[src/rtl/core_sequencer.sv]
// Multi-cycle fetch/decode/execute/memory/writeback control FSM.
// Owns the PC, the instruction register and the retired-instruction counter.
module core_sequencer #(
  parameter int unsigned      PC_W     = 8,
  parameter logic [PC_W-1:0]  PC_RESET = '0
) (
  input  logic            clk,
  input  logic            reset,
  input  logic            run,
  input  logic            step,
  output logic            imem_req,
  input  logic            imem_ready,
  input  logic [31:0]     imem_rdata,
  output logic [PC_W-1:0] pc_addr,
  output logic [31:0]     ir,
  output logic [4:0]      rg_rd_addr1,
  output logic [4:0]      rg_rd_addr2,
  output logic [4:0]      rg_wrt_dest,
  output logic            rg_wrt_en,
  input  logic            pc_load,
  input  logic [PC_W-1:0] pc_target,
  output logic            dmem_req,
  input  logic            dmem_ready,
  output logic            halted,
  output logic            illegal,
  output logic [2:0]      state,
  output logic [31:0]     instret
);

  typedef enum logic [2:0] {
    StIdle      = 3'd0,
    StFetch     = 3'd1,
    StDecode    = 3'd2,
    StExecute   = 3'd3,
    StMemory    = 3'd4,
    StWriteback = 3'd5,
    StHalt      = 3'd6
  } state_e;

  localparam logic [6:0] OpReg    = 7'b0110011;
  localparam logic [6:0] OpImm    = 7'b0010011;
  localparam logic [6:0] OpLoad   = 7'b0000011;
  localparam logic [6:0] OpLui    = 7'b0110111;
  localparam logic [6:0] OpAuipc  = 7'b0010111;
  localparam logic [6:0] OpJal    = 7'b1101111;
  localparam logic [6:0] OpJalr   = 7'b1100111;
  localparam logic [6:0] OpStore  = 7'b0100011;
  localparam logic [6:0] OpBranch = 7'b1100011;
  localparam logic [6:0] OpSystem = 7'b1110011;

  state_e          state_q, state_d;
  logic [PC_W-1:0] pc_q, pc_d;
  logic [31:0]     ir_q, ir_d;
  logic [31:0]     instret_q, instret_d;
  logic            illegal_q, illegal_d;
  logic            taken_q, taken_d;
  logic [PC_W-1:0] target_q, target_d;

  logic [6:0] opcode;
  logic       writes_rd;
  logic       no_rd;
  logic       is_mem;

  assign opcode = ir_q[6:0];

  always_comb begin
    writes_rd = 1'b0;
    no_rd     = 1'b0;
    unique case (opcode)
      OpReg, OpImm, OpLoad, OpLui, OpAuipc, OpJal, OpJalr: writes_rd = 1'b1;
      OpStore, OpBranch:                                   no_rd     = 1'b1;
      default: ;
    endcase
  end

  assign is_mem = (opcode == OpLoad) || (opcode == OpStore);

  always_comb begin
    state_d   = state_q;
    pc_d      = pc_q;
    ir_d      = ir_q;
    instret_d = instret_q;
    illegal_d = illegal_q;
    taken_d   = taken_q;
    target_d  = target_q;
    unique case (state_q)
      StIdle: begin
        if (run || step) state_d = StFetch;
      end
      StFetch: begin
        if (imem_ready) begin
          ir_d    = imem_rdata;
          state_d = StDecode;
        end
      end
      StDecode: begin
        if (opcode == OpSystem) begin
          illegal_d = 1'b0;
          state_d   = StHalt;
        end else if (!writes_rd && !no_rd) begin
          illegal_d = 1'b1;
          state_d   = StHalt;
        end else begin
          state_d = StExecute;
        end
      end
      StExecute: begin
        taken_d  = pc_load;
        target_d = pc_target;
        state_d  = is_mem ? StMemory : StWriteback;
      end
      StMemory: begin
        if (dmem_ready) state_d = StWriteback;
      end
      StWriteback: begin
        // Targets are forced word-aligned; sequential PC wraps naturally.
        pc_d      = taken_q ? {target_q[PC_W-1:2], 2'b00} : pc_q + PC_W'(4);
        instret_d = instret_q + 32'd1;
        state_d   = run ? StFetch : StIdle;
      end
      StHalt: begin
        state_d = StHalt;
      end
      default: begin
        state_d = StIdle;
      end
    endcase
  end

  always_ff @(posedge clk or negedge reset) begin
    if (!reset) begin
      state_q   <= StIdle;
      pc_q      <= PC_RESET;
      ir_q      <= '0;
      instret_q <= '0;
      illegal_q <= 1'b0;
      taken_q   <= 1'b0;
      target_q  <= '0;
    end else begin
      state_q   <= state_d;
      pc_q      <= pc_d;
      ir_q      <= ir_d;
      instret_q <= instret_d;
      illegal_q <= illegal_d;
      taken_q   <= taken_d;
      target_q  <= target_d;
    end
  end

  // Strobes decode straight from the state register so reset drops them at once.
  assign imem_req    = (state_q == StFetch);
  assign dmem_req    = (state_q == StMemory);
  assign rg_wrt_en   = (state_q == StWriteback) && writes_rd && (ir_q[11:7] != 5'd0);
  assign halted      = (state_q == StHalt);
  assign illegal     = illegal_q;
  assign state       = state_q;
  assign pc_addr     = pc_q;
  assign ir          = ir_q;
  assign instret     = instret_q;
  assign rg_rd_addr1 = ir_q[19:15];
  assign rg_rd_addr2 = ir_q[24:20];
  assign rg_wrt_dest = ir_q[11:7];

endmodule

[config.mk]
export PLATFORM = sky130hd
export DESIGN_NAME = core_sequencer
export DESIGN_NICKNAME = d
export VERILOG_FILES = /design/src/rtl/core_sequencer.sv
export SDC_FILE = /design/constraint.sdc
export NUM_CORES = 1
export LEC_CHECK = 0
export CAP_MARGIN = 20
export CORE_ASPECT_RATIO = 1.2
export CORE_MARGIN = 3
export CORE_UTILIZATION = 40
export DETAILED_ROUTE_END_ITERATION = 8
export PLACE_DENSITY = 0.78
export SETUP_SLACK_MARGIN = 0.2
export SKIP_LAST_GASP = 1
export SYNTH_ARGS = -nofsm -noshare
export SYNTH_HDL_FRONTEND = slang
export SYNTH_SLANG_ARGS = --single-unit
[constraint.sdc]
create_clock -name clk -period 1.5 [get_ports clk]
set_input_delay 0.3 -clock clk [delete_from_list [all_inputs] [get_ports clk]]
set_output_delay 0.3 -clock clk [all_outputs]
set_load 0.005 [all_outputs]
Word level (Yosys, flattened, before mapping)
Index checks and enable logic that the tools add are counted.
Storage, ports and cells
  bits of input ports: 47
  register bits: 85
  output and inout bits: 95
Cells by class
  muxes and demuxes: 13
  equality and inequality tests: 19
  reduce and logical (&&, ||, !) cells: 15
  $add $sub $neg: 2
Operator list (count)
  $add 32x1->32 const B: 1
  $eq 7x7->1 const B: 4
  $eq 7x6->1 const B: 3
  $pmux 3 s7: 1
  $mux 3: 5
  $eq 7x5->1 const B: 2
  $eq 3x3->1 const B: 3
  $add 8x3->8 const B: 1
  $mux 8: 1
  $eq 7x2->1 const B: 1
  $reduce_or 7->1: 1
  $eq 3x2->1 const B: 2
  $mux 1: 6
  $reduce_bool 5->1: 1
  $ne 2x1->1 const B: 2
  $reduce_and 2->1: 2
  $eq 3x1->1 const B: 1
  $logic_and 1x1->1: 3
  $logic_not 3->1: 1
  $reduce_and 3->1: 1
  $logic_not 1->1: 2
  $logic_or 1x1->1: 2
  $ne 2x2->1 const B: 1
  $reduce_bool 2->1: 1
  $reduce_or 2->1: 1

Depth between registers and ports, before layout
  depth in word-level cells: 8
  depth in mapped cells: 7
  gate-level depth less buffers: 5

Worst setup path before layout
OpenSTA, ideal clock, no wires.
  path kind: register to register
  from: reg state_q[1] (netlist: state[1])
  to: reg ir_q[10] (netlist: ir[10])
  stages on the path, launching flop included: 7
  clock period less this slack: 1736 ps
  setup slack: -236 ps
  arrival time: 1611 ps
  buffers on the path: 3
  path through: dfrtp_1 > buf_2 > nor3b_1 > and2_1 > buf_2 > buf_4 > mux2_2
On the way
  longest elaborated chain between the ends: 2
RTL lines
  from (decl): RTL line 51  | state_e state_q, state_d;
  from (signal assigned): RTL line 132  | state_q <= StIdle;
  from (signal assigned): RTL line 140  | state_q <= state_d;
  $eq 3x1->1
  net imem_req: RTL line 11  | output logic imem_req,
  $reduce_and 2->1 (no line)
  to (signal assigned): RTL line 142  | ir_q <= ir_d;
  to (decl): RTL line 53  | logic [31:0] ir_q, ir_d;
The timed path passes the listed nets, and every way through them passes these cells.
A chain may end at the register's enable or synchronous reset.

Worst setup path after layout
  from: reg ir_q[11] (netlist: ir[11])
  to: out rg_wrt_en
On the way
  longest elaborated chain between the ends: 2
RTL lines
  $reduce_bool 5->1: RTL line 153  | assign rg_wrt_en = (state_q == StWriteback) && writes_rd && (ir_q[11:7] != 5'd0);
  $logic_and 1x1->1: RTL line 153
  to (decl): RTL line 19  | output logic rg_wrt_en,
No other way between the ends.

==> run_results.csv <==
group,metric,value,unit
run_status,run_status,"finished with violations",
run_status,violations,"setup timing",
grt,antenna_found_initial,0,
grt,grt_pass1_wl,19.5,mm
pwr,power.total,12.3,mW
critical_path,worstPathArrival,1.61,ns
grt,grt_max_degree,35,
clock_tree,htreeDepth,3,
yosys,seq_area_frac_synth,54.0,%
die,core,0.00908,mm^2
detailed_routing,drt_first_pass_iters,4,
final_layout,final_common_cell,"buf_6",
clock_tree,root_buffer,"clkbuf_8",
yosys,synthDistinctLibCells,45,
worst_hold_path,hold_class,"primary input to async pin",
critical_path,startpoint_type,"flop",
critical_path,critPathSlowestCell,"or4_4",
sta,whs,0.422,ns
flow_run,cap_violations,0,
detailed_routing,ant_nets,0,
final_layout,nNetsFinal,688,
yosys,async_flop_share,100,%
clock_tree,numClockSinks,81,
final_layout,mostFrequentLayoutCells,"buf_6, buf_4, dfrtp_1",
final_layout,drive_gt1_share,59.2,%
sta,clock.fmax,0.525,GHz
placement,dp_cells,611,
die,io_pins,142,
die,die_w,94.4,um
pwr,power.leakage,3.74,nW
final_layout,post-route-util,84.5,%
placement,place_area,0.00570,mm^2
critical_path,path_class,"flop to output pin",
final_layout,fill_cells,471,
yosys,yosysWarnings,0,
sta,finClkSkew,0.00899,ns
clock_tree,cts_tree,"done",
grt,grt_pass1_vias,3991,
placement,post-place-ws,-0.386,ns
final_layout,stdcell_count,764,
yosys,synth_cells,322,
die,die-height,112,um
sta,rsz0062_at_grt,"yes",
grt,grt.total_usage,23.3,%
yosys,ys_ff_latch,81,
clock_tree,clk_pin_slew,0.09,ns
detailed_routing,wl_per_cell,17.9,um
yosys,syn_area,0.00375,mm^2
critical_path,crit_buf_inv,1,
final_layout,syn2layout_area_growth,104,%
clock_tree,cts_buffer_depth,2,
detailed_routing,wl,13.7,mm
detailed_routing,drtIter0Drc,167,
sta,finalSetupViolCount,82,
clock_tree,cts_buffers,9,
placement,gp_congestion,0.777,
pwr,pwr_density_cell,1600,mW/mm^2
critical_path,crit_path_cell_trace,"or4_4, nor2_4, a2111oi_4, buf_2",
critical_path,crit_fanout,2,
die,start_util,41.3,%
final_layout,multi_input_area,0.00207,mm^2
final_layout,stdcell_area,0.00767,mm^2
sta,post-route-period-util,127,%
detailed_routing,drcViolationCount,0,
grt,grt_remaining_overflow,0,
detailed_routing,vias,3809,
die,die_area,0.0106,mm^2
placement,numPortBuffers,137,
final_layout,insertedDiodeCount,0,
yosys,synth_edf_count,0,
placement,post-dp-hpwl,7.08,mm
critical_path,crit_required,1.20,ns
sta,finalWorstSetupSlack,-0.406,ns
final_layout,register_area,0.00203,mm^2
sta,final_hold_viol_count,0,
sta,fin_crit,1.91,ns
sta,finalMaxSlewViolations,0,
critical_path,crit_path_end_kind,"output pin",
detailed_routing,vias_per_cell,4.99,
sta,setup-tns-final,-13.20,ns
yosys,ys.flop_type,"dfrtp_1",
critical_path,critPathMaxStageDelay,0.56,ns
yosys,syn_area_per_cell,11.7,um^2
pwr,ir_drop,1.28,mV
die,row_count,38,
critical_path,cp_top_family,"simple AND/OR/NAND/NOR gates",
clock_tree,clk-insertion-delay-late,0.34,ns
[cell families after synthesis]
family          share of synthesized area [%]
simple gates                             15.6
flops                                    54.0
mux                                      12.0
compound gates                           5.20
xor+xnor                                 7.43
buf+inv                                  5.10
fa+ha+maj                               0.666
other cells                            0.0999
[final cells by class]
type	count	area share, %
repair buffers	331	42.2
multi-input cells	212	27.0
flip-flops and latches	81	26.5
well taps	120	1.96
clock buffers	10	1.66
clock inverters	6	0.457
inverters	4	0.228
[synth_stat cells, types with 2 or more instances]
master | instances | area, um^2
dfrtp_1 | 81 | 2030
buf_2 | 3 | 15.0
nand3_1 | 14 | 70.1
a21oi_1 | 10 | 50.1
and4_1 | 3 | 26.3
and2_1 | 2 | 12.5
xor2_1 | 11 | 96.3
nand2b_1 | 3 | 18.8
nor3b_1 | 3 | 22.5
nor2_1 | 21 | 78.8
buf_4 | 20 | 150
mux2_2 | 39 | 439
xnor2_1 | 19 | 166
and3_1 | 7 | 43.8
nand4_1 | 4 | 25.0
o21ai_0 | 16 | 80.1
nand4_2 | 2 | 25.0
inv_1 | 4 | 15.0
nand2_1 | 24 | 90.1
clkbuf_1 | 3 | 11.3
a31oi_1 | 2 | 12.5
a211oi_1 | 2 | 15.0
ha_1 | 2 | 25.0
and3_4 | 2 | 22.5
nor3_1 | 5 | 25.0
[report_power, final]
part	internal (mW)	total, mW	switching, mW
registers	2.92	3.51	0.597
logic	4.80	7.39	2.59
clock network	0.591	1.41	0.815
[worst paths after layout]
check,startpoint,end,slack [ns],depth (start not counted)
worst max-delay path,ir[11],rg_wrt_en,-0.41,4
worst min-delay path,reset,instret[9],0.42,2
worst max register to register,state[2],ir[27],-0.26,6
worst min register to register,ir[31],ir[31],0.51,1
max in group asynchronous,reset,instret[17],0.55,3
min in group clk,ir[31],ir[31],0.51,1
[layer usage]
layer / vias to the layer above / track usage [%] / share of wire (%)
met2: 128 / 43.0 / 56
li1: 1732 / - / -
met3: 23 / 5.16 / 4.8
met5: - / 0 / 0
met1: 1926 / 26.5 / 37
met4: 0 / 6.65 / 2.3
[flip-flops by register name, summed over array words and instances (netlist names)]
register  count
illegal       1
state         3
ir           32
target_q      6
taken_q       1
instret      32
pc_addr       6
[worst reg2reg max path, stage by stage, from the launching register on]
cell	delay, ns
dfrtp_2	0.45
buf_6	0.14
nor3b_4	0.24
and2_4	0.27
buf_6	0.13
buf_16	0.12
mux2_4	0.30
[timing repair]
| action | CTS | global route |
|---|---|---|
| pin swaps | 39 | 36 |
| hold endpoints to repair | 24 | 0 |
| gates resized for setup | 399 | 129 |
| gates cloned | 4 | 0 |
| hold buffers | 1 | 0 |
| setup endpoints to repair | 166 | 143 |
| setup buffers | 98 | 34 |
(Power assumes the default switching activity.)
